--- config.mk ---
export PLATFORM = sky130hd
export DESIGN_NAME = dmem_arbiter
export DESIGN_NICKNAME = d
export VERILOG_FILES = /design/src/rtl/dmem_arb_pkg.sv /design/src/rtl/rd_return_pipe.sv /design/src/rtl/dmem_arbiter.sv
export SDC_FILE = /design/constraint.sdc
export NUM_CORES = 1
export LEC_CHECK = 0
export ABC_CLOCK_PERIOD_IN_PS = 2150
export BUFFER_PORTS_ARGS = -buffer_cell sky130_fd_sc_hd__buf_2
export CAP_MARGIN = 20
export CORE_AREA = 2 2 115 117
export CTS_BUF_LIST = sky130_fd_sc_hd__clkbuf_16
export CTS_CLUSTER_SIZE = 20
export DETAILED_ROUTE_END_ITERATION = 10
export DIE_AREA = 0 0 117 119
export PLACE_DENSITY_LB_ADDON = 0.12
export SETUP_SLACK_MARGIN = 0.2
export SYNTH_ARGS = -nofsm -noshare
export SYNTH_HDL_FRONTEND = slang
export SYNTH_HIERARCHICAL = 1
export SYNTH_SLANG_ARGS = --single-unit
--- constraint.sdc ---
create_clock -name CLK -period 2.15 [get_ports CLK]
set_clock_uncertainty 0.2 [all_clocks]
set_input_delay 0.215 -clock CLK [delete_from_list [all_inputs] [get_ports CLK]]
set_output_delay 0.215 -clock CLK [all_outputs]
set_load 0.02 [all_outputs]
--- src/rtl/dmem_arb_pkg.sv ---
// dmem_arb_pkg: shared types and defaults for the data-memory arbiter.
//   owner_e  : which requester owns a memory access (core or external port)
//   rd_tag_t : read-return tag {valid, owner} carried through the latency pipe
package dmem_arb_pkg;

   typedef enum logic {
      OWNER_CORE = 1'b0,
      OWNER_EXT  = 1'b1
   } owner_e;

   typedef struct packed {
      logic   valid;
      owner_e owner;
   } rd_tag_t;

   localparam int unsigned TAG_W        = 2;
   localparam int unsigned RD_LAT_DEF   = 1;
   localparam int unsigned MAX_LOCK_DEF = 8;
   // Wide enough for MAX_LOCK up to 255
   localparam int unsigned LOCK_W       = 8;

endpackage

--- src/rtl/rd_return_pipe.sv ---
// rd_return_pipe: RD_LAT-deep shift register of read-return tags. A tag pushed
// in the cycle a read is granted leaves the pipe in the cycle the memory
// presents that read's data.
//   clk, rst_n  : clock, asynchronous active-low reset (clears in-flight tags)
//   push_valid  : a read is granted this cycle
//   push_owner  : owner of that read
//   pop_tag     : tag aligned with the memory's read data this cycle
module rd_return_pipe
   import dmem_arb_pkg::*;
#(
   parameter int unsigned RD_LAT = RD_LAT_DEF
) (
   input  logic    clk,
   input  logic    rst_n,
   input  logic    push_valid,
   input  owner_e  push_owner,
   output rd_tag_t pop_tag
);

   logic [TAG_W-1:0] stage [RD_LAT];

   always_ff @(posedge clk or negedge rst_n) begin
      if (!rst_n) begin
         for (int unsigned i = 0; i < RD_LAT; i++) stage[i] <= '0;
      end else begin
         stage[0] <= {push_valid, push_owner};
         for (int unsigned i = 1; i < RD_LAT; i++) stage[i] <= stage[i-1];
      end
   end

   assign pop_tag = rd_tag_t'(stage[RD_LAT-1]);

endmodule

--- src/rtl/dmem_arbiter.sv ---
// dmem_arbiter: shares single-port data_memory between the core load/store
// port and an external requester. Round-robin per cycle, optional external
// lock for bursts of up to MAX_LOCK back-to-back external grants. The granted
// requester drives the memory in the same cycle; read data is routed back to
// its owner after RD_LAT cycles.
//   Core side : CORE_MEM_READ/WRITE, CORE_ADDR, CORE_WDATA -> CORE_RDATA, CORE_STALL
//   Ext side  : EXT_REQ/WE/LOCK, EXT_ADDR, EXT_WDATA -> EXT_GNT, EXT_RVALID, EXT_RDATA
//   Memory    : MEM_READ, MEM_WRITE, MEM_ADDR, MEM_WDATA <- MEM_RDATA
// Optional: define DMEM_ARB_STATS_EN to add saturating STALL_CNT / EXT_CNT.
module dmem_arbiter
   import dmem_arb_pkg::*;
#(
   parameter int unsigned ADDR_W   = 32,
   parameter int unsigned DATA_W   = 32,
   parameter int unsigned RD_LAT   = RD_LAT_DEF,
   parameter int unsigned MAX_LOCK = MAX_LOCK_DEF
) (
   input  logic              CLK,
   input  logic              RST_n,
   input  logic              CORE_MEM_READ,
   input  logic              CORE_MEM_WRITE,
   input  logic [ADDR_W-1:0] CORE_ADDR,
   input  logic [DATA_W-1:0] CORE_WDATA,
   output logic [DATA_W-1:0] CORE_RDATA,
   output logic              CORE_STALL,
   input  logic              EXT_REQ,
   input  logic              EXT_WE,
   input  logic              EXT_LOCK,
   input  logic [ADDR_W-1:0] EXT_ADDR,
   input  logic [DATA_W-1:0] EXT_WDATA,
   output logic              EXT_GNT,
   output logic              EXT_RVALID,
   output logic [DATA_W-1:0] EXT_RDATA,
   output logic              MEM_READ,
   output logic              MEM_WRITE,
   output logic [ADDR_W-1:0] MEM_ADDR,
   output logic [DATA_W-1:0] MEM_WDATA,
   input  logic [DATA_W-1:0] MEM_RDATA
`ifdef DMEM_ARB_STATS_EN
   ,
   output logic [31:0]       STALL_CNT,
   output logic [31:0]       EXT_CNT
`endif
);

   localparam logic [LOCK_W-1:0] LOCK_RELOAD = LOCK_W'(MAX_LOCK - 1);

   owner_e            last_owner;
   logic [LOCK_W-1:0] lock_cnt;
   logic              core_req;
   logic              core_gnt;
   logic              ext_gnt;
   rd_tag_t           ret_tag;

   assign core_req = CORE_MEM_READ | CORE_MEM_WRITE;

   // Lock or round-robin only matters on a tie
   always_comb begin
      core_gnt = 1'b0;
      ext_gnt  = 1'b0;
      if (core_req && EXT_REQ) begin
         if (lock_cnt != '0 || last_owner == OWNER_CORE) ext_gnt  = 1'b1;
         else                                            core_gnt = 1'b1;
      end else if (core_req) begin
         core_gnt = 1'b1;
      end else if (EXT_REQ) begin
         ext_gnt = 1'b1;
      end
   end

   assign CORE_STALL = RST_n & core_req & ~core_gnt;
   assign EXT_GNT    = RST_n & EXT_REQ & ext_gnt;

   always_comb begin
      MEM_READ  = 1'b0;
      MEM_WRITE = 1'b0;
      MEM_ADDR  = '0;
      MEM_WDATA = '0;
      if (RST_n) begin
         if (core_gnt) begin
            MEM_WRITE = CORE_MEM_WRITE;
            MEM_READ  = CORE_MEM_READ & ~CORE_MEM_WRITE;
            MEM_ADDR  = CORE_ADDR;
            MEM_WDATA = CORE_WDATA;
         end else if (ext_gnt) begin
            MEM_WRITE = EXT_WE;
            MEM_READ  = ~EXT_WE;
            MEM_ADDR  = EXT_ADDR;
            MEM_WDATA = EXT_WDATA;
         end
      end
   end

   always_ff @(posedge CLK or negedge RST_n) begin
      if (!RST_n) begin
         last_owner <= OWNER_CORE;
         lock_cnt   <= '0;
      end else begin
         if (core_gnt)     last_owner <= OWNER_CORE;
         else if (ext_gnt) last_owner <= OWNER_EXT;

         if (!EXT_REQ || !EXT_LOCK) lock_cnt <= '0;
         else if (ext_gnt)          lock_cnt <= (lock_cnt == '0) ? LOCK_RELOAD
                                                                 : lock_cnt - LOCK_W'(1);
      end
   end

   rd_return_pipe #(
      .RD_LAT (RD_LAT)
   ) u_rd_return_pipe (
      .clk        (CLK),
      .rst_n      (RST_n),
      .push_valid (MEM_READ),
      .push_owner (ext_gnt ? OWNER_EXT : OWNER_CORE),
      .pop_tag    (ret_tag)
   );

   always_ff @(posedge CLK or negedge RST_n) begin
      if (!RST_n) begin
         CORE_RDATA <= '0;
         EXT_RDATA  <= '0;
         EXT_RVALID <= 1'b0;
      end else begin
         EXT_RVALID <= 1'b0;
         if (ret_tag.valid) begin
            if (ret_tag.owner == OWNER_EXT) begin
               EXT_RDATA  <= MEM_RDATA;
               EXT_RVALID <= 1'b1;
            end else begin
               CORE_RDATA <= MEM_RDATA;
            end
         end
      end
   end

`ifdef DMEM_ARB_STATS_EN
   always_ff @(posedge CLK or negedge RST_n) begin
      if (!RST_n) begin
         STALL_CNT <= '0;
         EXT_CNT   <= '0;
      end else begin
         if (CORE_STALL && STALL_CNT != '1) STALL_CNT <= STALL_CNT + 32'd1;
         if (EXT_GNT && EXT_CNT != '1)      EXT_CNT   <= EXT_CNT + 32'd1;
      end
   end
`endif

endmodule

==> impl_metrics.env <==
export IMPL_synthTopCellsByArea="dfrtp_1, mux2_2, a32o_1"
export IMPL_crit_chain="inv_2, ha_4, or4b_4, o31ai_4, buf_6, buf_6, clkbuf_16, a32o_2, buf_6"
export IMPL_path_clk_slew_ns=0.06
export IMPL_synth_top_cell_area_share_pct=50.79
export IMPL_path_class="register to primary output"
export IMPL_final_cell_area_sq_um=7256
export IMPL_syn_inst=285
export IMPL_wl_per_cell_um=19.65
export IMPL_finalSetupViolCount=75
export IMPL_fmax_mhz=352.2
export IMPL_numCtsBuffers=9
export IMPL_drv_cap=0
export IMPL_ys_flop_type="dfrtp_1"
export IMPL_syn_avg_cell_area_sq_um=13.14
export IMPL_antenna_found_initial=3
export IMPL_fp_dieW_um=117
export IMPL_ios=300
export IMPL_grt_pass1_wl_mm=22.89
export IMPL_power_density_nw_per_um2=991.1
export IMPL_maxSlewViolCount=0
export IMPL_tightest_slew_ns=0.9318
export IMPL_fin_hold_ws_ns=-0.01158
export IMPL_critPathSlowestCell="or4b_4"
export IMPL_htree_num_levels=3
export IMPL_vias=4096
export IMPL_crit_required_ns=1.74
export IMPL_worstSetupStartpointType="register"
export IMPL_core_area_sq_um=12870
export IMPL_dr_pass1_iters=4
export IMPL_rsz0062_at_grt="yes"
export IMPL_syn2layout_area_growth_pct=93.75
export IMPL_finalCritPeriodShare_pct=132.1
export IMPL_nets=819
export IMPL_finalPower_mw=7.191
export IMPL_worst_path_max_fanout=8
export IMPL_place_area_sq_um=5693
export IMPL_synth_fp_nets=453
export IMPL_ctsLongestPathBuffers=2
export IMPL_end_kind="primary output"
export IMPL_dp_worst_setup_slack_ns=-0.4331
export IMPL_cp_arrival_ns=2.42
export IMPL_outcome="finished with violations"
export IMPL_drc=0
export IMPL_wirelength_mm=16.35
export IMPL_final_hold_violation_count=23
export IMPL_grt_util_all_layers_pct=22.02
export IMPL_cts_sinks=76
export IMPL_grt_pass1_vias=4169
export IMPL_core_rowCount=42
export IMPL_synth_seq_cells=76
export IMPL_fill_cells=1090
export IMPL_cpPeakStageDelay_ns=0.48
export IMPL_ant_nets=0
export IMPL_power_leakage_nw=3.785
export IMPL_async_flop_share_pct=100.0
export IMPL_fp_dieH_um=119
export IMPL_crit_top_cell="buf_6"
export IMPL_fin_tns_setup_ns=-43.55
export IMPL_layout_drive_gt1_share_pct=77.40
export IMPL_cts_root_buf="clkbuf_16"
export IMPL_ys_types=36
export IMPL_start_util_pct=29.09
export IMPL_peakVddDrop_mv=0.4872
export IMPL_place_gp_congestion=0.7992
export IMPL_die_area_sq_um=13920
export IMPL_yosys_area_top_type="dfrtp_1"
export IMPL_grt_overflow=0
export IMPL_dpl_hpwl_mm=11.04
export IMPL_ys_warn_count=6
export IMPL_vias_per_cell=4.923
export IMPL_min_path_type="input pin to asynchronous set/reset pin"
export IMPL_fin_ws_ns=-0.6897
export IMPL_portBuffers=299
export IMPL_violations="hold timing, setup timing"
export IMPL_synth_cell_area_sq_um=3745
export IMPL_finalCriticalPeriod_ns=2.840
export IMPL_reg2reg_depth=8
export IMPL_slew_headroom_pct=37.88
export IMPL_cts_tree="built"
export IMPL_drtIter0Drc=236
export IMPL_synth_edff_count=0
export IMPL_grt_max_degree=76
export IMPL_yosysSeqAreaShare_pct=50.79
export IMPL_insertion_delay_ns=0.32
## logic make-up (layout without fill, tap and decap cells)
| logic type | count (synthesis) | after routing | synth area share, % |
|---|---|---|---|
| flops | 76 | 76 | 50.79 |
| other cells | 0 | 1 | 0 |
| compound gates | 84 | 84 | 21.28 |
| simple gates | 26 | 26 | 4.444 |
| fa+ha+maj | 1 | 1 | 0.3341 |
| mux | 65 | 65 | 19.51 |
| buf+inv | 33 | 403 | 3.642 |
## state kept, by name, indices dropped and copies added (netlist names)
name / flops
EXT_RDATA: 32
EXT_RVALID: 1
u_rd_return_pipe/pop_tag: 2
lock_cnt: 8
CORE_RDATA: 32
last_owner: 1
## layout by cell type (no fill, tap or decap), drive strengths merged, types with 4 or more instances in the layout
cell type and n:
buf 344, dfrtp 76, a32o 66, mux2 64, dlygate4sd3 35, clkbuf 13, inv 6, a21oi 5
nand2 4, clkinv 4
## path summary, 6_finish.rpt
kind	from	endpoint	slack (ns)
min reg2reg	CORE_RDATA[19]$_DFFE_PN0P_	CORE_RDATA[19]$_DFFE_PN0P_	0.30
max	lock_cnt[1]$_DFFE_PN0P_	MEM_ADDR[31]	-0.69
max in group asynchronous	RST_n	EXT_RDATA[2]$_DFFE_PN0P_	1.15
max reg2reg	lock_cnt[1]$_DFFE_PN0P_	lock_cnt[6]$_DFFE_PN0P_	-0.35
min	RST_n	lock_cnt[4]$_DFFE_PN0P_	-0.01
min in group CLK	EXT_REQ	lock_cnt[7]$_DFFE_PN0P_	0.04
## timing repair
item	4_1_cts	5_1_grt
endpoints found under the setup margin	75	77
hold buffers	35	0
resized for setup	150	14
pin swaps	28	18
buffers inserted	7	8
hold endpoints to repair	67	0
cloned	5	5
## cell usage after synthesis (2+ instances only)
library cell,count
nor2_1,3
a211oi_1,2
o21ai_0,3
dfrtp_1,76
buf_4,3
clkbuf_1,17
nand2_1,4
a21oi_1,5
or3_1,3
nor4_1,2
mux2_2,64
inv_1,5
a32o_1,66
nor2b_1,3
o31ai_1,2
buf_1,7
## area by class of cell
type,count,area (sq um),area share (%)
flip-flops and latches,76,1902,26.21
diodes,1,2.502,0.03449
clock buffers,9,225.2,3.104
inverters,5,18.77,0.2587
well taps,176,220.2,3.035
clock inverters,6,55.05,0.7588
repair buffers,383,2954,40.71
multi-input cells,176,1878,25.88
## layer usage
| metal | up-vias | GRT usage [%] | routed length [um] |
|---|---|---|---|
| li1 | 1894 | - | - |
| met3 | 19 | 7.481 | 1490 |
| met4 | 4 | 5.882 | 247 |
| met5 | - | 0 | 27 |
| met2 | 188 | 38.51 | 8439 |
| met1 | 1991 | 25.40 | 6144 |
## worst max-delay path, delay by kind of cell (launching register included)
family / cells / cell delay, ns
buffers and inverters: 5 / 0.65
AND/OR/NAND/NOR: 1 / 0.48
AO/OA/AOI/OAI: 2 / 0.44
flip-flops: 1 / 0.39
adder cells (fa/ha/maj): 1 / 0.13
## report_power, final
group / internal (mW) / total [mW] / switching, mW
clock: 0.881 / 1.43 / 0.545
combinational: 1.72 / 3.58 / 1.86
sequential: 1.95 / 2.19 / 0.237
## per-stage QoR
| step | cells | util (%) | hold slack (ns) |
|---|---|---|---|
| 6_report | 832 | 56.36 | -0.01158 |
| 2_1_floorplan | 285 | - | -0.2806 |
| 3_5_place_dp | 756 | 44.22 | -0.1721 |
| 3_3_place_gp | 756 | 44.22 | -0.1705 |
| 5_1_grt | 831 | 56.34 | 0.04162 |
| 4_1_cts | 818 | 54.43 | 0.006943 |
No activity file was read; power rests on OpenSTA's default activity.
